--- src/rtl/video_timing_gen_pkg.sv ---
// Shared raster timing constants and helpers for video_timing_gen and the pixel generators.
// Counter coordinates are raw: sync, back porch, active, front porch, counted from 0.
package video_timing_gen_pkg;

  typedef struct packed {
    int width;
    int height;
    int hSync;
    int hFPorch;
    int hBPorch;
    int vSync;
    int vFPorch;
    int vBPorch;
  } timing_t;

  localparam timing_t TIMING_1080P = '{
    width: 1920, height: 1080,
    hSync: 44, hFPorch: 88, hBPorch: 148,
    vSync: 5,  vFPorch: 4,  vBPorch: 36
  };

  localparam timing_t TIMING_720P = '{
    width: 1280, height: 720,
    hSync: 40, hFPorch: 110, hBPorch: 220,
    vSync: 5,  vFPorch: 5,   vBPorch: 20
  };

  function automatic int calcTotal(input int sync, input int bPorch, input int active,
                                   input int fPorch);
    return sync + bPorch + active + fPorch;
  endfunction

  function automatic int calcActStart(input int sync, input int bPorch, input int border);
    return sync + bPorch + border;
  endfunction

  function automatic int calcActEnd(input int sync, input int bPorch, input int active,
                                    input int border);
    return sync + bPorch + active - border - 1;
  endfunction

  localparam int H_TOTAL_1080P = calcTotal(TIMING_1080P.hSync, TIMING_1080P.hBPorch,
                                           TIMING_1080P.width, TIMING_1080P.hFPorch);
  localparam int V_TOTAL_1080P = calcTotal(TIMING_1080P.vSync, TIMING_1080P.vBPorch,
                                           TIMING_1080P.height, TIMING_1080P.vFPorch);
  localparam int HA0_1080P = calcActStart(TIMING_1080P.hSync, TIMING_1080P.hBPorch, 0);
  localparam int HA1_1080P = calcActEnd(TIMING_1080P.hSync, TIMING_1080P.hBPorch,
                                        TIMING_1080P.width, 0);
  localparam int VA0_1080P = calcActStart(TIMING_1080P.vSync, TIMING_1080P.vBPorch, 0);
  localparam int VA1_1080P = calcActEnd(TIMING_1080P.vSync, TIMING_1080P.vBPorch,
                                        TIMING_1080P.height, 0);

  localparam int H_TOTAL_720P = calcTotal(TIMING_720P.hSync, TIMING_720P.hBPorch,
                                          TIMING_720P.width, TIMING_720P.hFPorch);
  localparam int V_TOTAL_720P = calcTotal(TIMING_720P.vSync, TIMING_720P.vBPorch,
                                          TIMING_720P.height, TIMING_720P.vFPorch);

endpackage

--- src/rtl/timing_axis.sv ---
// One raster axis: wrapping 16-bit counter with sync and active-window decode.
// Flags are decoded from the next count so the parent can register them alongside it.
module timing_axis #(
  parameter int TOTAL = 2200,
  parameter int SYNC  = 44,
  parameter int ACT0  = 192,
  parameter int ACT1  = 2111
) (
  input  logic        clk,
  input  logic        rst,
  input  logic        step,
  output logic [15:0] count,
  output logic        wrap,
  output logic        carry,
  output logic        inSyncNext,
  output logic        inActiveNext
);

  localparam logic [15:0] LAST    = 16'(TOTAL - 1);
  localparam logic [15:0] SYNCEND = 16'(SYNC);
  localparam logic [15:0] A0      = 16'(ACT0);
  localparam logic [15:0] A1      = 16'(ACT1);

  logic [15:0] countNext;

  assign carry = step && (count == LAST);

  always_comb begin
    countNext = count;
    if (step) countNext = (count == LAST) ? 16'd0 : count + 16'd1;
  end

  assign inSyncNext   = countNext < SYNCEND;
  assign inActiveNext = (countNext >= A0) && (countNext <= A1);

  always_ff @(posedge clk) begin
    if (rst) begin
      count <= LAST;
      wrap  <= 1'b0;
    end else begin
      count <= countNext;
      wrap  <= carry;
    end
  end

endmodule

--- src/rtl/video_timing_gen.sv ---
// Raster timing source: raw x/y coordinates, data enable, syncs and line/frame markers.
// Reset parks both counters on their last value so the first pix_en starts a frame at (0,0).
module video_timing_gen
  import video_timing_gen_pkg::*;
#(
  parameter int WIDTH       = 1920,
  parameter int HEIGHT      = 1080,
  parameter int H_SYNC_TIME = 44,
  parameter int V_SYNC_TIME = 5,
  parameter int H_F_PORCH   = 88,
  parameter int V_F_PORCH   = 4,
  parameter int H_B_PORCH   = 148,
  parameter int V_B_PORCH   = 36,
  parameter int H_LR_BORDER = 0,
  parameter int V_LR_BORDER = 0,
  parameter bit HS_POL      = 1'b1,
  parameter bit VS_POL      = 1'b1
) (
  input  logic        clk,
  input  logic        rst,
  input  logic        pix_en,
  output logic [15:0] x,
  output logic [15:0] y,
  output logic        vde,
  output logic        hsync,
  output logic        vsync,
  output logic        line_start,
  output logic        frame_start,
  output logic [15:0] frame_cnt
);

  localparam int H_TOTAL = calcTotal(H_SYNC_TIME, H_B_PORCH, WIDTH, H_F_PORCH);
  localparam int V_TOTAL = calcTotal(V_SYNC_TIME, V_B_PORCH, HEIGHT, V_F_PORCH);
  localparam int HA0 = calcActStart(H_SYNC_TIME, H_B_PORCH, H_LR_BORDER);
  localparam int HA1 = calcActEnd(H_SYNC_TIME, H_B_PORCH, WIDTH, H_LR_BORDER);
  localparam int VA0 = calcActStart(V_SYNC_TIME, V_B_PORCH, V_LR_BORDER);
  localparam int VA1 = calcActEnd(V_SYNC_TIME, V_B_PORCH, HEIGHT, V_LR_BORDER);

  if (H_TOTAL > 65535 || V_TOTAL > 65535 ||
      2 * H_LR_BORDER >= WIDTH || 2 * V_LR_BORDER >= HEIGHT) begin : gBadParams
    $error("video_timing_gen: illegal timing parameters");
  end

  logic hCarry, hSyncNext, hActNext;
  logic vCarry, vSyncNext, vActNext;

  timing_axis #(.TOTAL(H_TOTAL), .SYNC(H_SYNC_TIME), .ACT0(HA0), .ACT1(HA1)) uHAxis (
    .clk          (clk),
    .rst          (rst),
    .step         (pix_en),
    .count        (x),
    .wrap         (line_start),
    .carry        (hCarry),
    .inSyncNext   (hSyncNext),
    .inActiveNext (hActNext)
  );

  // The vertical axis steps on the same edge the horizontal one wraps.
  timing_axis #(.TOTAL(V_TOTAL), .SYNC(V_SYNC_TIME), .ACT0(VA0), .ACT1(VA1)) uVAxis (
    .clk          (clk),
    .rst          (rst),
    .step         (hCarry),
    .count        (y),
    .wrap         (frame_start),
    .carry        (vCarry),
    .inSyncNext   (vSyncNext),
    .inActiveNext (vActNext)
  );

  always_ff @(posedge clk) begin
    if (rst) begin
      frame_cnt <= 16'hFFFF;
      vde       <= 1'b0;
      hsync     <= ~HS_POL;
      vsync     <= ~VS_POL;
    end else begin
      if (vCarry) frame_cnt <= frame_cnt + 16'd1;
      vde   <= hActNext && vActNext;
      hsync <= hSyncNext ? HS_POL : ~HS_POL;
      vsync <= vSyncNext ? VS_POL : ~VS_POL;
    end
  end

endmodule

--- config.mk ---
export PLATFORM = sky130hd
export DESIGN_NAME = video_timing_gen
export DESIGN_NICKNAME = d
export VERILOG_FILES = /design/src/rtl/video_timing_gen_pkg.sv /design/src/rtl/timing_axis.sv /design/src/rtl/video_timing_gen.sv
export SDC_FILE = /design/constraint.sdc
export NUM_CORES = 1
export LEC_CHECK = 0
export ABC_AREA = 1
export BUFFER_PORTS_ARGS = -buffer_cell sky130_fd_sc_hd__buf_2
export CAP_MARGIN = 20
export CORE_MARGIN = 3
export CORE_UTILIZATION = 58
export CTS_BUF_LIST = sky130_fd_sc_hd__clkbuf_2
export CTS_CLUSTER_DIAMETER = 80
export DETAILED_ROUTE_END_ITERATION = 8
export GPL_TIMING_DRIVEN = 0
export PLACE_DENSITY_LB_ADDON = 0.2
export SETUP_SLACK_MARGIN = 0.15
export SLEW_MARGIN = 20
export SYNTH_ARGS = -nofsm -noshare
export SYNTH_HDL_FRONTEND = slang
export SYNTH_HIERARCHICAL = 1
export SYNTH_SLANG_ARGS = --single-unit
--- constraint.sdc ---
create_clock -name clk -period 2.58 [get_ports clk]
set_input_delay 0.774 -clock clk [delete_from_list [all_inputs] [get_ports clk]]
set_output_delay 0.774 -clock clk [all_outputs]
set_load 0.01 [all_outputs]
==> run metrics <==
status complete, no violations; Final Core Density 0.734; Synth Cell Area 3260 um2; max-slew violations 0; kind of critical path reg2reg; Max Cap Viol 0; GRT Util Overall 0.255; Critical Path Fanout Max 8; DRC Markers 0; via count of the routed design roughly 3.4k; Hold Vio Cnt, Final 0; post-synth top area share 0.326; most area-hungry cell type in the Yosys netlist dfxtp_1; WP data arrival 2730 ps; DRT Wirelength roughly 8200 um; # fillers approximately 460; htree depth 2; Least-Margin Pin Slew about 520 ps; Max IR drop VDD between 0.3 and 0.4 mV; Mapped Nets ~510; pre-CTS WS -359 ps; Chip Width between 80 and 90 um; # setup viols final 0; area delta synth->final 18.7%; height of the die 81.0 um; Clock Latency Late Sink approximately 450 ps; CTS tree yes; average wire per standard cell roughly 13 um; # port buffers between 50 and 60; Static Leak approximately 2.0 nW; # nets final roughly 580; die area ~6600 um2; # clock sinks 53; Via-to-Cell Ratio ~5.2; Synth area leaders dfxtp_1 (33%), nand2_1 (14%), nor2_1 (8.9%), inv_1 (7.4%), nand3_1 (7.1%); GP Congestion approximately 0.95; vias in the first global route approximately 3k; min-delay worst type reg2reg; ant diodes 0; RSZ-0062 raised after global routing yes; Mean Syn Cell Area around 6.4 um2; Pwr Density about 580 nW/um2; Post-DP HPWL about 6000 um; initial core utilization 0.618; Sequential Area ~1100 um2; number of hold-repair buffers added at the cts stage 0; deepest clock path buffer count 2; Reg clk slew, reported paths between 200 and 300 ps; startpoint types flip-flop; clk root buf clkbuf_2; synth unique cells 32; register area share after synthesis 0.326; layout cell share with drive strength beyond 1 0.298; #FFs+latches synth 53; first-pass GRT wire length roughly 13000 um; Post-Syn Instances 506; Worst Skew 24.2 ps; Multi-input gate area just under 2000 um2; Final min period around 2300 ps; antenna viol nets, final 0; Initial DRC Count around 180; DP Cell Count 631; grt ovf 0; total CTS buffers 5; fmax ~430 MHz; Tcrit/Tclk final 0.897; Rows 26; final worst slack between 200 and 300 ps; initial antenna violation count 0; CP required 2990 ps; Top-Level Pins 56; fin cells between 600 and 700; DR pass1 iterations 5; Core Region roughly 5300 um2; largest net degree at the start of global routing 16; Relative slew margins 0.655; Critical Path End Type flip-flop; yosys warns 6
## critical path: stages (launching register included)
cell and delay (ps):
dfxtp_2 390, buf_6 130, nor2_4 80, nand2_2 60
nor2_4 120, nand3_4 90, clkinvlp_4 200, buf_6 130
nand3_4 80, nor2_4 180, nand4_1 130, nand2_2 120
inv_1 50, nor3_2 190, nand2_1 80, nor2_1 110
nand2_1 60, nor2_1 80
## per-stage QoR
| step | TNS (ps) | cell area, um2 | power [mW] | hold slack [ps] |
|---|---|---|---|---|
| final | 0 | 3870 | 2.24 | 518 |
| after global routing | 0 | 3870 | 2.41 | 539 |
| after CTS | 0 | 3720 | 2.19 | 519 |
| after detailed placement | -3650 | 3620 | 1.83 | 491 |
| after global placement | -3170 | 3620 | 1.81 | 460 |
| after floorplan | 0 | 3260 | 1.62 | 500 |
## cell families (layout without fill, tap and decap cells)
| kind of cell | after synthesis | after routing | synth area share |
|---|---|---|---|
| and+or+nand+nor | 323 | 323 | 0.477 |
| buffers and inverters | 83 | 154 | 0.102 |
| DFF | 53 | 53 | 0.326 |
| AOI/OAI and AO/OA | 35 | 35 | 0.0580 |
| xor gates and xnor gates | 8 | 8 | 0.0215 |
| adders and majority gates | 4 | 4 | 0.0154 |
## final timing paths
kind | startpoint | end | slack (ps) | cells past startpoint
hold reg to reg | frame_cnt[12] | frame_cnt[12] | 520 | 2
setup / recovery | uHAxis/count[10] | vde | 270 | 17
hold / removal | frame_cnt[12] | frame_cnt[12] | 520 | 2
setup reg to reg | uHAxis/count[10] | vde | 270 | 17
## power by group
part | internal (mW) | total [mW] | switching, mW | leakage, nW
Combinational | 0.322 | 0.890 | 0.567 | 1.56
Clock | 0.0746 | 0.346 | 0.271 | 0.0292
Sequential | 0.903 | 1.00 | 0.0973 | 0.434
## Yosys cell counts (all sizes together)
master,instances
xor2,7
nand3b,3
a21oi,11
nand2,136
ha,4
dfxtp,53
nand4,14
nor2,103
inv,74
o21a,1
clkbuf,2
and3,1
xnor2,1
o21ai,20
nand3,55
buf,6
o21bai,2
nor4,3
clkinv,1
o211ai,1
nor3,8
## routing by layer
metal	track usage	vias up	routed length, um
met3	0.0421	8	547
met5	0	-	0
met4	0.0524	0	72
met2	0.421	115	3800
li1	-	1735	-
met1	0.350	1530	3770
## sequential cells by signal (all words and copies together) (netlist names)
name          count
frame_cnt        16
uHAxis/count     16
uVAxis/count     16
hsync             1
uHAxis/wrap       1
uVAxis/wrap       1
vde               1
vsync             1
## area by class of cell
cell class                 count  share of cell area
multi-input combinational    370               0.510
clock buffer                   7             0.00906
inverter                      75              0.0744
tap                           70              0.0226
clock inverter                 1             0.00194
sequential                    53               0.280
buffer                         8              0.0142
timing repair buffer          63              0.0877
## cell usage in the layout, fill, tap and decap left out, types with 3 or more instances in the layout
cell / instances
ha_1: 3
dfxtp_4: 3
o21ai_0: 13
a21oi_1: 10
nor2_2: 20
nor3_2: 4
xor2_1: 5
clkbuf_2: 7
nand3b_1: 3
inv_2: 10
nand2_2: 20
buf_4: 9
nor2_1: 71
inv_1: 63
nor4_1: 3
nand3_2: 7
nand3_1: 46
buf_2: 57
o21ai_1: 6
buf_6: 3
dfxtp_1: 42
nor3_1: 4
nand2_1: 115
nand4_1: 14
nor2_4: 12
dfxtp_2: 8
## timing repair
action                                  CTS  global route
setup buffers                             4             4
endpoints found under the setup margin   16            15
pin swaps                                 1            14
gates resized for setup                   7            38
Power figures use the tool's default switching activity.
